==> src/rtl/resp_suppress_pkg.sv <==
// Shared types and helpers for the multi-channel response-suppression stage.
package resp_suppress_pkg;

  typedef enum logic [1:0] {
    PASS,
    LATENT,
    DRAIN
  } state_e;

  // Outstanding and stale-response counters must hold 0..max_out inclusive.
  function automatic int unsigned cnt_width(input int unsigned max_out);
    return (max_out < 1) ? 1 : $clog2(max_out + 1);
  endfunction

endpackage

==> src/rtl/resp_suppress_ch.sv <==
// One channel: outstanding tracking, setback FSM, latent-request replay and stale-response drop.
module resp_suppress_ch
  import resp_suppress_pkg::*;
#(
  parameter int unsigned MaxOutstanding  = 4,
  parameter int unsigned AW              = 32,
  parameter int unsigned DW              = 32,
  parameter bit          BlockUntilEmpty = 1'b0
) (
  input  logic            clk_i,
  input  logic            rst_i,
  input  logic            setback_i,
  input  logic            bus_hold_i,
  output logic            resp_ok_o,
  output logic            drop_pending_o,
  input  logic            req_i,
  input  logic            we_i,
  input  logic [AW-1:0]   addr_i,
  input  logic [DW-1:0]   data_i,
  input  logic [DW/8-1:0] be_i,
  output logic            gnt_o,
  output logic            r_valid_o,
  output logic            req_o,
  output logic            we_o,
  output logic [AW-1:0]   addr_o,
  output logic [DW-1:0]   data_o,
  output logic [DW/8-1:0] be_o,
  input  logic            gnt_i,
  input  logic            r_valid_i
);

  localparam int unsigned CW = cnt_width(MaxOutstanding);

  typedef struct packed {
    logic            we;
    logic [AW-1:0]   addr;
    logic [DW-1:0]   data;
    logic [DW/8-1:0] be;
  } payload_t;

  state_e   state_q, state_d;
  logic [CW-1:0] cnt_q, cnt_d, drop_q, drop_d;
  logic     latent_q, latent_d;
  payload_t pl_q, pl_d, in_pl, out_pl;
  logic     full, granted, rsp, stale;

  always_comb begin
    in_pl   = '{we: we_i, addr: addr_i, data: data_i, be: be_i};
    full    = (cnt_q == CW'(MaxOutstanding)) && !r_valid_i;
    if (state_q == LATENT) begin
      req_o  = 1'b1;
      out_pl = pl_q;
    end else begin
      req_o  = (req_i & ~bus_hold_i & ~full) | latent_q;
      out_pl = in_pl;
    end
    gnt_o   = gnt_i & ~full & (state_q != LATENT) &
              ~(BlockUntilEmpty && (state_q == DRAIN));
    granted = req_o & gnt_i;
    rsp     = r_valid_i && (cnt_q != '0);
    cnt_d   = cnt_q + CW'(granted) - CW'(rsp);
    // Stale responses are always the oldest ones, so drop>0 means this one is stale.
    stale     = r_valid_i && (drop_q != '0);
    r_valid_o = r_valid_i & ~stale & ~setback_i;
    latent_d  = req_o & ~gnt_i;

    state_d = state_q;
    drop_d  = drop_q;
    pl_d    = pl_q;
    unique case (state_q)
      PASS: begin
        if (setback_i) begin
          drop_d = cnt_d;
          if (req_o && !gnt_i) begin
            state_d = LATENT;
            pl_d    = out_pl;
          end else if (cnt_d != '0) begin
            state_d = DRAIN;
          end
        end
      end
      LATENT: begin
        // The replayed grant belongs to the pre-setback core, so it is stale too.
        drop_d = drop_q + CW'(gnt_i) - CW'(stale);
        if (setback_i) drop_d = cnt_d;
        if (gnt_i) state_d = DRAIN;
      end
      DRAIN: begin
        drop_d = drop_q - CW'(stale);
        if (setback_i) drop_d = cnt_d;
        if (drop_d == '0) state_d = PASS;
      end
      default: state_d = PASS;
    endcase
  end

  assign we_o   = out_pl.we;
  assign addr_o = out_pl.addr;
  assign data_o = out_pl.data;
  assign be_o   = out_pl.be;

  assign resp_ok_o      = (cnt_q == '0) && !latent_q && (state_q == PASS);
  assign drop_pending_o = (drop_q != '0) || (state_q == LATENT);

  always_ff @(posedge clk_i) begin
    if (rst_i) begin
      state_q  <= PASS;
      cnt_q    <= '0;
      drop_q   <= '0;
      latent_q <= 1'b0;
      pl_q     <= '0;
    end else begin
      state_q  <= state_d;
      cnt_q    <= cnt_d;
      drop_q   <= drop_d;
      latent_q <= latent_d;
      pl_q     <= pl_d;
    end
  end

endmodule

==> src/rtl/resp_suppress_mc.sv <==
// Multi-channel response-suppression stage: independent per-channel instances.
module resp_suppress_mc
  import resp_suppress_pkg::*;
#(
  parameter int unsigned NumChannels     = 3,
  parameter int unsigned MaxOutstanding  = 4,
  parameter int unsigned AW              = 32,
  parameter int unsigned DW              = 32,
  parameter bit          BlockUntilEmpty = 1'b0
) (
  input  logic                                clk_i,
  input  logic                                rst_i,
  input  logic [NumChannels-1:0]              setback_i,
  input  logic [NumChannels-1:0]              bus_hold_i,
  output logic [NumChannels-1:0]              resp_ok_o,
  output logic [NumChannels-1:0]              drop_pending_o,
  input  logic [NumChannels-1:0]              req_i,
  input  logic [NumChannels-1:0]              we_i,
  input  logic [NumChannels-1:0][AW-1:0]      addr_i,
  input  logic [NumChannels-1:0][DW-1:0]      data_i,
  input  logic [NumChannels-1:0][DW/8-1:0]    be_i,
  output logic [NumChannels-1:0]              gnt_o,
  output logic [NumChannels-1:0]              r_valid_o,
  output logic [NumChannels-1:0]              req_o,
  output logic [NumChannels-1:0]              we_o,
  output logic [NumChannels-1:0][AW-1:0]      addr_o,
  output logic [NumChannels-1:0][DW-1:0]      data_o,
  output logic [NumChannels-1:0][DW/8-1:0]    be_o,
  input  logic [NumChannels-1:0]              gnt_i,
  input  logic [NumChannels-1:0]              r_valid_i
);

  for (genvar c = 0; c < NumChannels; c++) begin : g_ch
    resp_suppress_ch #(
      .MaxOutstanding  (MaxOutstanding),
      .AW              (AW),
      .DW              (DW),
      .BlockUntilEmpty (BlockUntilEmpty)
    ) u_ch (
      .clk_i          (clk_i),
      .rst_i          (rst_i),
      .setback_i      (setback_i[c]),
      .bus_hold_i     (bus_hold_i[c]),
      .resp_ok_o      (resp_ok_o[c]),
      .drop_pending_o (drop_pending_o[c]),
      .req_i          (req_i[c]),
      .we_i           (we_i[c]),
      .addr_i         (addr_i[c]),
      .data_i         (data_i[c]),
      .be_i           (be_i[c]),
      .gnt_o          (gnt_o[c]),
      .r_valid_o      (r_valid_o[c]),
      .req_o          (req_o[c]),
      .we_o           (we_o[c]),
      .addr_o         (addr_o[c]),
      .data_o         (data_o[c]),
      .be_o           (be_o[c]),
      .gnt_i          (gnt_i[c]),
      .r_valid_i      (r_valid_i[c])
    );
  end

endmodule
==> config.mk <==
export PLATFORM = sky130hd
export DESIGN_NAME = resp_suppress_mc
export DESIGN_NICKNAME = d
export VERILOG_FILES = /design/src/rtl/resp_suppress_pkg.sv /design/src/rtl/resp_suppress_ch.sv /design/src/rtl/resp_suppress_mc.sv
export SDC_FILE = /design/constraint.sdc
export NUM_CORES = 1
export LEC_CHECK = 0
export CAP_MARGIN = 15
export CORE_AREA = 5 5 170 172
export DETAILED_ROUTE_END_ITERATION = 10
export DIE_AREA = 0 0 175 177
export DONT_BUFFER_PORTS = 1
export PLACE_DENSITY_LB_ADDON = 0.15
export RECOVER_POWER = 25
export SETUP_SLACK_MARGIN = 0.15
export SLEW_MARGIN = 15
export SYNTH_ARGS = -nofsm -noshare
export SYNTH_HDL_FRONTEND = slang
export SYNTH_SLANG_ARGS = --single-unit
==> constraint.sdc <==
create_clock -name clk_i -period 3.4 [get_ports clk_i]
set_clock_uncertainty 0.05 [all_clocks]
set_input_delay 0.68 -clock clk_i [delete_from_list [all_inputs] [get_ports clk_i]]
set_output_delay 0.68 -clock clk_i [all_outputs]
set_load 0.01 [all_outputs]
==> impl_metrics.tcl <==
set metrics [dict create \
    routed_wirelength_mm 32.2 \
    stdcell_count 1597 \
    synth_ff_type "dfxtp_1" \
    worstPathArrival_ns 3.71 \
    fin_crit_sh_pct 97.9 \
    synth_cells 1287 \
    drcViolationCount 0 \
    synth_nets 1547 \
    first_iter_violations 478 \
    gp_congestion 0.774 \
    synth-edff-count 0 \
    seqCellArea_sq_um 4690 \
    num_vias 8827 \
    crit_cells 11 \
    r2r-start "g_ch[2].u_ch.cnt_q[1]$_SDFF_PP0_" \
    synthArstFlopShare_pct 0 \
    slowest_delay_ns 0.54 \
    port-buffer-count 0 \
    clk_pin_slew_ns 0.06 \
    grt_pass1_vias 8537 \
    synth_seq_cells 234 \
    clock_path_buffers 3 \
    crit_buf_inv 0 \
    cts_made_buffers 26 \
    core_area_sq_um 27300 \
    power-per-cell-area_nw_per_um2 686 \
    clock_sinks 234 \
    outcome "finished clean" \
    rr_worst_depth 11 \
    htreeDepth 1 \
    fin_nets 1496 \
    cp_cell_sequence "or4b_4 -> a31oi_4 -> nand2b_1 -> and2_4 -> ha_4 -> fa_1 -> mux2_4 -> a221oi_2 -> o211ai_1 -> or4b_1 -> o31ai_1" \
    crit_end "g_ch[2].u_ch.state_q[0]$_SDFFE_PP0P_" \
    clock.fmax_ghz 0.301 \
    multi_input_area_sq_um 6970 \
    fillers 2571 \
    final_core_util_pct 49.1 \
    area_delta_synth_final_pct 9.51 \
    leakage_uw 0.00475 \
    grt_pass1_wl_mm 49.0 \
    path_delay_family "simple AND/OR/NAND/NOR gates" \
    antenna_found_initial 1 \
    syn_area_sq_um 12300 \
    ys_top_cells_by_area "dfxtp_1 (38%), mux2_2 (19%), mux2i_1 (11%), nor2_1 (5.0%), o21ai_0 (3.6%)" \
    wl_per_cell_microns 20.1 \
    ff2ff_setup_slack_ns 0.07 \
    syn_area_per_cell_sq_um 9.53 \
    root_buffer "clkbuf_16" \
    r2r_end "g_ch[2].u_ch.state_q[0]$_SDFFE_PP0P_" \
    slowest_stage "or4b_1" \
    slew_headroom_pct 4.24 \
    setup_viol 0 \
    start_kind "flip-flop" \
    insertion_delay_ns 0.53 \
    synth_cell_types 54 \
    dpl.cell_count 1551 \
    overflow 0 \
    drive_gt1_share_pct 23.5 \
    first_pass_iters 5 \
    die_w_microns 175 \
    initial_core_util_pct 44.9 \
    via_per_inst 5.53 \
    cts_tree "done" \
    synth.largest_area_cell "dfxtp_1" \
    period_minus_slack_ns 3.33 \
    row_count 61 \
    cap_violations 0 \
    rsz0062_at_grt "yes" \
    yosysSeqAreaShare_pct 38.2 \
    ant_nets 0 \
    drv_slew 0 \
    die-area_sq_um 31000 \
    critPathCaptureType "flip-flop" \
    synth_warnings 0 \
    crit_required_ns 3.78 \
    stdcell_area_sq_um 13400 \
    synth_top_area_share_pct 38.2 \
    final_cell_mix "dfxtp_1 (233), mux2_2 (208), nor2_1 (162)" \
    dpl.hpwl_mm 22.8 \
    crit_fanout 2 \
    layout_commonest_cell "dfxtp_1" \
    grt_usage_pct 19.2 \
    hold_viol_final 0 \
    peakVddDrop_uv 427 \
    die_h_microns 177 \
    finalSetupTns_ns 0 \
    io_pins 446 \
    crit_start "g_ch[2].u_ch.cnt_q[1]$_SDFF_PP0_" \
    postPlaceCellArea_sq_um 12600 \
    hold_path_class "input port to flip-flop" \
    hold_buffers 0 \
    worstMarginPinSlew_ns 1.43 \
    worstSetupPathType "flip-flop to flip-flop" \
    grt_max_degree 236 \
]
[state kept, by name (all words and copies together), names as in the netlist]
| signal | count |
|---|---|
| g_ch.u_ch.latent_q | 3 |
| g_ch.u_ch.drop_q | 9 |
| g_ch.u_ch.pl_q | 207 |
| g_ch.u_ch.cnt_q | 9 |
| g_ch.u_ch.state_q | 6 |
[cell type report]
class                           instances  share of cell area (%)
Multi-Input combinational cell        902                    51.9
Sequential cell                       234                    34.9
Clock buffer                           38                    5.79
Tap cell                              346                    3.22
Timing Repair Buffer                   31                    2.50
Inverter                               41                    1.15
Clock inverter                          4                   0.522
Antenna cell                            1                  0.0186
[logic make-up (layout without fill, tap and decap cells)]
| group | Yosys count | in the layout | share of synthesized area (%) |
|---|---|---|---|
| compound gates | 210 | 210 | 9.90 |
| xor+xnor | 9 | 9 | 1.34 |
| fa+ha+maj | 36 | 36 | 4.04 |
| buf+inv | 151 | 114 | 5.49 |
| flops | 234 | 234 | 38.2 |
| mux | 348 | 348 | 30.5 |
| other cells | 0 | 1 | 0 |
| simple gates | 299 | 299 | 10.5 |
[worst min path at each step]
stage,start,end,slack (ns),cells after the start
2_1_floorplan,g_ch[1].u_ch.pl_q[68]$_SDFFE_PP0P_,g_ch[1].u_ch.pl_q[68]$_SDFFE_PP0P_,0.40,2
3_3_place_gp,g_ch[1].u_ch.pl_q[42]$_SDFFE_PP0P_,g_ch[1].u_ch.pl_q[42]$_SDFFE_PP0P_,0.40,2
3_5_place_dp,g_ch[1].u_ch.pl_q[58]$_SDFFE_PP0P_,g_ch[1].u_ch.pl_q[58]$_SDFFE_PP0P_,0.41,2
4_1_cts,rst_i,g_ch[2].u_ch.pl_q[56]$_SDFFE_PP0P_,0.15,1
5_1_grt,rst_i,g_ch[2].u_ch.pl_q[56]$_SDFFE_PP0P_,0.15,1
6_report,rst_i,g_ch[2].u_ch.pl_q[58]$_SDFFE_PP0P_,0.18,1
[synth_stat cells (all sizes together) (3+ instances only)]
cell type	count
nor2b	12
and2	6
o31ai	3
mux2i	139
nor3	3
a32oi	3
o31a	5
xor2	3
nor4	5
inv	41
fa	6
nand3	3
or4b	3
mux2	209
or4	3
ha	30
dfxtp	234
or3	3
a21oi	82
o21ai	89
a311oi	4
nor2	164
nand2	79
nand2b	10
clkbuf	71
buf	39
xnor3	4
o211ai	3
[per-stage QoR]
stage                     hold WS (ns)  power [uW]  setup WS, ns
after global routing             0.148        9790       -0.0583
after detailed placement         0.410        6410        -0.134
after global placement           0.402        6370        -0.144
final                            0.179        9210        0.0724
after floorplan                  0.400        5830        -0.162
after CTS                        0.154        9290         0.123
[report_power, final]
group          internal, uW  leakage, uW  switching (uW)  total [uW]
Sequential             3010      0.00190             199        3210
Clock                  1710     0.000418            1100        2820
Combinational          1450      0.00243            1730        3180
Total                  6170      0.00475            3030        9210
[layer usage]
metal,wire (microns),share of wire (%),global-route usage [%]
met4,552,1.7,4.29
met2,15700,49,33.1
met5,0,0,0
met3,3270,10,8.03
met1,12600,39,22.4
[timing repair]
item | in CTS | in global routing
gates resized for setup | 0 | 12
setup endpoints to repair | 1 | 142
cloned | 0 | 0
pin swaps | 1 | 7
setup buffers | 1 | 2
[worst reg2reg max path: stages, from the launching register on]
cell and delay [ns]:
dfxtp_2 0.32, or4b_4 0.53, a31oi_4 0.20, nand2b_1 0.10, and2_4 0.15, ha_4 0.15
fa_1 0.48, mux2_4 0.29, a221oi_2 0.24, o211ai_1 0.13, or4b_1 0.54, o31ai_1 0.07
No activity file was read; power rests on OpenSTA's default activity.
